==> src/rtl/lj_frame_fifo_if.sv <==
// Handshake bundle between the capture sequencer/FIFO, the left-justified
// receiver and the downstream consumer; master is the lj_frame_fifo side.
interface lj_frame_fifo_if #(
    parameter int DATA_WIDTH = 24,
    parameter int DEPTH_LOG2 = 3
);
    logic                  enable;
    logic                  start;
    logic                  data_ready;
    logic [DATA_WIDTH-1:0] left_in;
    logic [DATA_WIDTH-1:0] right_in;
    logic                  out_valid;
    logic                  out_ready;
    logic [DATA_WIDTH-1:0] out_left;
    logic [DATA_WIDTH-1:0] out_right;
    logic [DEPTH_LOG2:0]   level;
    logic                  overflow;
    logic                  timeout;
    logic [15:0]           drop_count;

    modport master (
        input  enable, data_ready, left_in, right_in, out_ready,
        output start, out_valid, out_left, out_right, level,
        overflow, timeout, drop_count
    );

    modport slave (
        output enable, data_ready, left_in, right_in, out_ready,
        input  start, out_valid, out_left, out_right, level,
        overflow, timeout, drop_count
    );
endinterface

==> src/rtl/lj_frame_fifo.sv <==
// Capture sequencer for the left-justified ADC receiver feeding a small
// first-word-fall-through FIFO of stereo frames drained by valid/ready.
module lj_frame_fifo #(
    parameter int DATA_WIDTH = 24,
    parameter int DEPTH_LOG2 = 3,
    parameter int TIMEOUT    = 2 * DATA_WIDTH + 8
) (
    input  logic            BCLK,
    input  logic            reset,
    lj_frame_fifo_if.master bus
);
    localparam int                  DEPTH     = 1 << DEPTH_LOG2;
    localparam int                  CNT_W     = $clog2(TIMEOUT + 1);
    localparam logic [CNT_W-1:0]    CNT_LIMIT = CNT_W'(TIMEOUT);
    localparam logic [DEPTH_LOG2:0] LVL_FULL  = (DEPTH_LOG2 + 1)'(DEPTH);

    typedef enum logic [1:0] {
        S_IDLE,
        S_START,
        S_WAIT,
        S_PUSH
    } state_t;

    state_t                  r_state;
    state_t                  w_next_state;
    logic [CNT_W-1:0]        r_wait_cnt;
    logic [CNT_W-1:0]        w_wait_cnt_inc;
    logic                    r_dr_prev;
    logic                    w_dr_rise;
    logic [2*DATA_WIDTH-1:0] r_frame;
    logic [2*DATA_WIDTH-1:0] r_mem [DEPTH];
    logic [DEPTH_LOG2-1:0]   r_wr_ptr;
    logic [DEPTH_LOG2-1:0]   r_rd_ptr;
    logic [DEPTH_LOG2:0]     r_level;
    logic                    r_overflow;
    logic                    r_timeout;
    logic [15:0]             r_drop_count;
    logic                    w_start;
    logic                    w_capture;
    logic                    w_timeout_hit;
    logic                    w_push;
    logic                    w_pop;
    logic                    w_full;
    logic                    w_valid;
    logic                    w_wr_en;
    logic                    w_drop;
    logic [2*DATA_WIDTH-1:0] w_head;

    assign w_wait_cnt_inc = r_wait_cnt + CNT_W'(1);
    assign w_dr_rise      = bus.data_ready & ~r_dr_prev;

    // NOTE: every always_comb output gets a default first so no path leaves it unassigned (no latch).
    always_comb begin
        w_next_state  = r_state;
        w_start       = 1'b0;
        w_capture     = 1'b0;
        w_timeout_hit = 1'b0;
        w_push        = 1'b0;
        case (r_state)
            S_IDLE: begin
                if (bus.enable) w_next_state = S_START;
            end
            S_START: begin
                w_start      = 1'b1;
                w_next_state = S_WAIT;
            end
            S_WAIT: begin
                // A completed frame wins over a timeout landing in the same cycle.
                if (w_dr_rise) begin
                    w_capture    = 1'b1;
                    w_next_state = S_PUSH;
                end else if (w_wait_cnt_inc == CNT_LIMIT) begin
                    w_timeout_hit = 1'b1;
                    w_next_state  = bus.enable ? S_START : S_IDLE;
                end
            end
            S_PUSH: begin
                w_push       = 1'b1;
                w_next_state = bus.enable ? S_START : S_IDLE;
            end
            default: w_next_state = S_IDLE;
        endcase
    end

    // NOTE: sequential state uses non-blocking assignments so every register samples pre-edge values.
    always_ff @(posedge BCLK) begin
        if (reset) begin
            r_state <= S_IDLE;
        end else begin
            r_state <= w_next_state;
        end
    end

    // Edge register resets high so a level still asserted after reset is not seen as a new frame.
    always_ff @(posedge BCLK) begin
        if (reset) begin
            r_dr_prev  <= 1'b1;
            r_wait_cnt <= '0;
            r_frame    <= '0;
            r_timeout  <= 1'b0;
        end else begin
            r_dr_prev <= bus.data_ready;
            if (w_start) begin
                r_wait_cnt <= '0;
            end else if (r_state == S_WAIT) begin
                r_wait_cnt <= w_wait_cnt_inc;
            end
            if (w_capture)     r_frame   <= {bus.left_in, bus.right_in};
            if (w_timeout_hit) r_timeout <= 1'b1;
        end
    end

    assign w_valid = (r_level != '0);
    assign w_full  = (r_level == LVL_FULL);
    assign w_pop   = w_valid & bus.out_ready;
    assign w_wr_en = w_push & (~w_full | w_pop);
    assign w_drop  = w_push & w_full & ~w_pop;

    always_ff @(posedge BCLK) begin
        if (reset) begin
            r_wr_ptr     <= '0;
            r_rd_ptr     <= '0;
            r_level      <= '0;
            r_overflow   <= 1'b0;
            r_drop_count <= '0;
        end else begin
            if (w_wr_en) r_wr_ptr <= r_wr_ptr + DEPTH_LOG2'(1);
            if (w_pop)   r_rd_ptr <= r_rd_ptr + DEPTH_LOG2'(1);
            case ({w_wr_en, w_pop})
                2'b10:   r_level <= r_level + (DEPTH_LOG2 + 1)'(1);
                2'b01:   r_level <= r_level - (DEPTH_LOG2 + 1)'(1);
                default: r_level <= r_level;
            endcase
            if (w_drop) begin
                r_overflow <= 1'b1;
                if (r_drop_count != 16'hFFFF) r_drop_count <= r_drop_count + 16'd1;
            end
        end
    end

    // NOTE: storage is not reset; the empty-gated head below keeps its contents invisible until written.
    always_ff @(posedge BCLK) begin
        if (!reset && w_wr_en) r_mem[r_wr_ptr] <= r_frame;
    end

    assign w_head = w_valid ? r_mem[r_rd_ptr] : '0;

    assign bus.start      = w_start;
    assign bus.out_valid  = w_valid;
    assign bus.out_left   = w_head[2*DATA_WIDTH-1:DATA_WIDTH];
    assign bus.out_right  = w_head[DATA_WIDTH-1:0];
    assign bus.level      = r_level;
    assign bus.overflow   = r_overflow;
    assign bus.timeout    = r_timeout;
    assign bus.drop_count = r_drop_count;
endmodule

==> src/flat_wrapper.sv <==
// flat-port wrapper written by rule: the top's interface ports become plain ports
module lj_frame_fifo_flat 
#(
    parameter int DATA_WIDTH = 24,
    parameter int DEPTH_LOG2 = 3,
    parameter int TIMEOUT    = 2 * DATA_WIDTH + 8
)
  (BCLK, reset, bus_enable, bus_data_ready, bus_left_in, bus_right_in, bus_out_ready, bus_start, bus_out_valid, bus_out_left, bus_out_right, bus_level, bus_overflow, bus_timeout, bus_drop_count);
  lj_frame_fifo_if #(.DATA_WIDTH(DATA_WIDTH), .DEPTH_LOG2(DEPTH_LOG2)) bus_i ();
  input  logic BCLK;
  input  logic reset;
  input wire logic [$bits(bus_i.enable)-1:0] bus_enable;
  input wire logic [$bits(bus_i.data_ready)-1:0] bus_data_ready;
  input wire logic [$bits(bus_i.left_in)-1:0] bus_left_in;
  input wire logic [$bits(bus_i.right_in)-1:0] bus_right_in;
  input wire logic [$bits(bus_i.out_ready)-1:0] bus_out_ready;
  output wire logic [$bits(bus_i.start)-1:0] bus_start;
  output wire logic [$bits(bus_i.out_valid)-1:0] bus_out_valid;
  output wire logic [$bits(bus_i.out_left)-1:0] bus_out_left;
  output wire logic [$bits(bus_i.out_right)-1:0] bus_out_right;
  output wire logic [$bits(bus_i.level)-1:0] bus_level;
  output wire logic [$bits(bus_i.overflow)-1:0] bus_overflow;
  output wire logic [$bits(bus_i.timeout)-1:0] bus_timeout;
  output wire logic [$bits(bus_i.drop_count)-1:0] bus_drop_count;
  assign bus_i.enable = bus_enable;
  assign bus_i.data_ready = bus_data_ready;
  assign bus_i.left_in = bus_left_in;
  assign bus_i.right_in = bus_right_in;
  assign bus_i.out_ready = bus_out_ready;
  assign bus_start = bus_i.start;
  assign bus_out_valid = bus_i.out_valid;
  assign bus_out_left = bus_i.out_left;
  assign bus_out_right = bus_i.out_right;
  assign bus_level = bus_i.level;
  assign bus_overflow = bus_i.overflow;
  assign bus_timeout = bus_i.timeout;
  assign bus_drop_count = bus_i.drop_count;
  lj_frame_fifo #(.DATA_WIDTH(DATA_WIDTH), .DEPTH_LOG2(DEPTH_LOG2), .TIMEOUT(TIMEOUT)) u_core (.BCLK(BCLK), .reset(reset), .bus(bus_i));
endmodule
==> config.mk <==
export PLATFORM = sky130hd
export DESIGN_NAME = lj_frame_fifo_flat
export DESIGN_NICKNAME = d
export VERILOG_FILES = /design/src/rtl/lj_frame_fifo_if.sv /design/src/rtl/lj_frame_fifo.sv /design/src/flat_wrapper.sv
export SDC_FILE = /design/constraint.sdc
export NUM_CORES = 1
export LEC_CHECK = 0
export BUFFER_PORTS_ARGS = -buffer_cell sky130_fd_sc_hd__buf_2
export CAP_MARGIN = 20
export CORE_MARGIN = 1
export CORE_UTILIZATION = 45
export DETAILED_ROUTE_END_ITERATION = 8
export HOLD_SLACK_MARGIN = 0.1
export PLACE_DENSITY = 0.69
export SYNTH_ARGS = -nofsm -noshare
export SYNTH_HDL_FRONTEND = slang
export SYNTH_SLANG_ARGS = --single-unit
==> constraint.sdc <==
create_clock -name BCLK -period 6.3 [get_ports BCLK]
set_input_delay 0.315 -clock BCLK [delete_from_list [all_inputs] [get_ports BCLK]]
set_output_delay 0.315 -clock BCLK [all_outputs]
set_load 0.02 [all_outputs]
**Word-level counts from Yosys, hierarchy flattened**

Memory sizes are Yosys's and may differ from the RTL's. A register that Yosys moved wholly into a read port is not among the register bits.
Index checks and enable logic that the tools add are counted.

- Add/sub/neg operators: 6
- $mul: 0
- Divide/modulo/power cells: 0
- Magnitude comparators: 0
- Equal/unequal tests: 10
- Shifts and indexed selects: 0
- Muxes and demuxes: 18
- Bitwise logic cells: 9
- Reductions and logical operators: 8

Operator list:

| cell | count |
|---|---|
| $mux 48 | 1 |
| $add 16x1->16 const B | 1 |
| $ne 16x16->1 const B | 1 |
| $mux 1 | 10 |
| $pmux 2 s4 | 1 |
| $pmux 4 s2 | 1 |
| $add 3x1->3 const B | 2 |
| $add 6x1->6 const B | 1 |
| $eq 2x2->1 const B | 3 |
| $eq 6x6->1 const B | 1 |
| $mux 2 | 3 |
| $mux 3 | 2 |
| $and 1x1->1 | 5 |
| $add 4x1->4 const B | 1 |
| $eq 2x1->1 const B | 2 |
| $eq 4x4->1 const B | 1 |
| $reduce_and 2->1 | 2 |
| $reduce_bool 4->1 | 1 |
| $sub 4x1->4 const B | 1 |
| $ne 3x1->1 const B | 1 |
| $not 1->1 | 3 |
| $logic_not 2->1 | 1 |
| $ne 2x2->1 const B | 1 |
| $reduce_bool 2->1 | 1 |
| 4 further kinds | 4 |

- Flip-flop bits (word level): 85
- Bits in latches: 0
- Bits in writable memories: 384
- ROM bits: 0
- Bits of input ports: 53
- Output and inout bits: 72
- Word-level logic and storage cells: 62
- Memories: 1

Memory list:

| name | words | width | read ports | clocked after Yosys merged registers in | wr ports | line | text |
|---|---|---|---|---|---|---|---|
| u_core.r_mem | 8 | 48 | 1 | 1 | 1 | lj_frame_fifo.sv:31 | `logic [2*DATA_WIDTH-1:0] r_mem [DEPTH];` |

**Logic depth before layout (Yosys ltp)**

- Depth in word-level cells: 7
- Mapped depth: 8
- Depth with buffers taken out: 7

**Worst setup path before layout**

No wires, ideal clock.

- Kind: register -> register
- Start: register u_core.r_level[1] (netlist: u_core.bus.level[1])
- End: memory u_core.r_mem[0][0] in the netlist's numbering (enable)
- Setup time: 0.573 ns
- Arrival time: 5.744 ns
- Data required time: 5.727 ns
- Slack: -0.016 ns
- Cell stages (with the launch flop): 5
- Buffers on the path: 0
- Period minus slack after synthesis: 6.316 ns
- Cell sequence: dfxtp_1 nor3_1 a31oi_1 nand2b_1 nor4_1

- Longest elaborated chain between the ends: 7
- Elaborated cells between the ends (all ways): 9
- Classes of those cells: eq/ne: 1; mux: 2; bitwise: 4; reduce/logical: 2

Ends and longest elaborated chain:

| what | line | text |
|---|---|---|
| from (decl) | lj_frame_fifo.sv:34 | `logic [DEPTH_LOG2:0] r_level;` |
| from (signal assigned) | lj_frame_fifo.sv:130 | `2'b10: r_level <= r_level + (DEPTH_LOG2 + 1)'(1);` |
| from (signal assigned) | lj_frame_fifo.sv:131 | `2'b01: r_level <= r_level - (DEPTH_LOG2 + 1)'(1);` |
| from (signal assigned) | lj_frame_fifo.sv:132 | `default: r_level <= r_level;` |
| $reduce_bool 4->1 or $eq 4x4->1 (tied branches) | lj_frame_fifo.sv:113, lj_frame_fifo.sv:114 |  |
| $and 1x1->1 or $not 1->1 (tied branches) | lj_frame_fifo.sv:115, lj_frame_fifo.sv:116 |  |
| $or 1x1->1 (*) | lj_frame_fifo.sv:116 | `assign w_wr_en = w_push & (~w_full \| w_pop);` |
| $and 1x1->1 (*) | lj_frame_fifo.sv:116 |  |
| $logic_and 1x1->1 (*) | lj_frame_fifo.sv:143 | `if (!reset && w_wr_en) r_mem[r_wr_ptr] <= r_frame;` |
| $mux 1 (*) | lj_frame_fifo.sv:143 |  |
| $mux 1 (implied by the code) (*) | lj_frame_fifo.sv:143 |  |
| to (decl) | lj_frame_fifo.sv:31 |  |

Every way passes the cells marked *; elsewhere a longest branch is shown, timed or not.

==> out/metrics.yaml <==
critical_path:
  critical_path.max_fanout: 51
  cpLargestDelayFamily: "buffers and inverters"
  crit_chain: "buf_4, mux4_2, mux2i_1, nor2_1, buf_2"
  cp-start-kind: "register"
  cp.arrival_ps: 3160
  required_ps: 5980
  critPathMaxStageDelay_ps: 820
  path_buf_inv: 2
  cpMaxStageDelayCell: "dfxtp_4"
  worstSetupPathType: "reg -> out"
  cp-end-kind: "output port"
synth:
  syn_inst: 1086
  synth_ff_type: "edfxtp_1"
  synth.cell_area_um2: 18320
  synthesis.nets: 1145
  synthArstFlopShare: 0
  ys_ff_latch: 472
  syn_avg_cell_area_um2: 16.87
  synth_edf_count: 384
  yosysUniqueCellTypes: 55
  synth_seq_area_share: 0.7255
  ys_warn_count: 0
pwr:
  leakagePower_nw: 7.201
  power_mw: 7.763
  p_per_area_nw_per_um2: 356.7
  irDropWorstVdd_v: 0.0002767
routing:
  wirelength_um: 36960
  drtIter0Drc: 584
  drt-pass1-iter-count: 5
  drcViolationCount: 0
  via_per_inst: 5.423
  vias: 9902
  routedWlPerCell_um: 20.24
  ant_nets: 0
sta:
  rsz0062_at_grt: "false"
  fin_crit_sh: 0.5520
  finalHoldViolCount: 0
  slew_headroom: 0.3041
  tightest_slew_ps: 1044
  setup_viol: 0
  finalMaxSlewViolations: 0
  final.setup_skew_ps: 22.43
  fin_crit_ps: 3477
  fin_tns_setup_ps: 0
  fmax_mhz: 287.6
clocking:
  cts_buffers: 48
  cts_tree: "built"
  clock-sinks: 472
  worstSkewPairLatency_ps: 570
  clk_path_buf_depth: 3
  cts_setup_buffers: 0
  htreeDepth: 2
  cts-root-buf: "clkbuf_16"
  cts.repair.resized: 0
  cts.clk_slew.worst_paths_ps: 60
job:
  drv_cap: 0
floorplan:
  num_rows: 73
  dieArea_um2: 41530
  die_w_um: 203.8
  start_util: 0.4590
  core_area_um2: 39910
  pin_count: 125
  die_h_um: 203.8
placement:
  gp_congestion: 0.8149
  dpl.hpwl_um: 19810
  dp_cells: 1685
  postPlaceCellArea_um2: 19560
  portBuffers: 124
layout:
  fin_cells: 1826
  mostFrequentLayoutCells: "edfxtp_1, buf_2, nand2_1"
  syn_to_final_growth_pct: 18.78
  drive_gt1_frac: 0.2552
  layout.nets: 1320
  final_common_cell: "edfxtp_1"
  antenna_cells: 0
  stdcell_area_um2: 21760
global_routing:
  grt_overflow: 0
  antenna_found_initial: 1
  grt_start_max_net_pins: 68
  grt_pass1_vias: 10030
  grt_pass1_wl_um: 57350
  track_usage: 0.1827
min_path:
  hp-class: "in -> reg"
status:
  status: "completed"
[state kept, by name, indices dropped and copies added (netlist names), 2 cells and up, named ones only]
register,cells
u_core.bus.drop_count,16
u_core.r_mem,384
u_core.r_frame,48
u_core.bus.level,4
u_core.r_wait_cnt,6
u_core.r_rd_ptr,3
u_core.r_state,2
u_core.r_wr_ptr,3
[timing repair]
action,CTS,global route
setup endpoints to repair,0,0
hold endpoints to repair,53,0
hold buffers,51,0
[report_power, final]
| group | switching (mW) | internal, mW |
|---|---|---|
| Clock | 1.15 | 1.86 |
| Combinational | 0.748 | 0.573 |
| Sequential | 0.0863 | 3.35 |
| Total | 1.98 | 5.78 |
[metrics by stage]
step                setup WS (ps)  hold WS (ps)  utilization
detailed placement           3055         441.0       0.4899
global route                 2684         210.6       0.5452
finish                       2823         199.9       0.5452
floorplan                  0.7203         421.6            -
global placement             3070         431.3       0.4899
CTS                          2781         176.3       0.5452
[synth_stat cells, types with 6 or more instances]
master | number | area, µm²
nand3_1 | 9 | 45.04
dfxtp_1 | 88 | 1762
nor2b_1 | 6 | 37.54
or4_1 | 9 | 67.56
a21oi_1 | 72 | 360.4
o21ai_0 | 7 | 35.03
buf_2 | 8 | 40.04
clkbuf_1 | 51 | 191.4
ha_1 | 6 | 75.07
nand2b_1 | 10 | 62.56
o31ai_1 | 8 | 60.06
nand2_1 | 114 | 427.9
inv_1 | 6 | 22.52
nor4_1 | 6 | 37.54
nor2_1 | 76 | 285.3
edfxtp_1 | 384 | 11530
mux4_2 | 96 | 2162
mux2i_1 | 52 | 520.5
[logic make-up after synthesis]
family          Yosys count  synth area share
xor+xnor                  5          0.002390
mux                     153            0.1495
fa+ha+maj                 6          0.004097
buf+inv                  71           0.01557
simple gates            268           0.06761
flops                   472            0.7255
compound gates          111           0.03537
[path summary, 6_finish.rpt]
check,slack (ps),startpoint,endpoint,depth (start not counted)
worst min register to register,450,u_core.bus.overflow,u_core.bus.overflow,2
worst min-delay path,200,reset,u_core.bus.drop_count[14],2
worst max register to register,3110,u_core.r_state[1],u_core.r_mem[3][45],5
worst max-delay path,2820,register,bus_out_right[6],5
[per-layer routing]
metal  wire [µm]  track usage  vias to the layer above
met2       18150       0.3041                      222
li1            -            -                     4583
met4         617      0.04914                        2
met1       16310       0.2478                     5043
met3        1873      0.03244                       52
met5          13            0                        -
[worst register-to-register path: cells and delay by family (launching register included)]
family                 cells  cell delay [ps]
AO/OA/AOI/OAI              1              350
AND/OR/NAND/NOR            3             1200
flip-flops                 1              780
buffers and inverters      1              510
[final cells by class]
cell class                      count  area, µm²
Inverter                            6      22.52
Clock buffer                       63       1330
Fill cell                        3099      18150
Tap cell                          525      656.9
Clock inverter                     27      367.9
Multi-Input combinational cell    543       4823
Sequential cell                   472      13300
Timing Repair Buffer              190       1259
No activity file was read; power rests on OpenSTA's default activity.
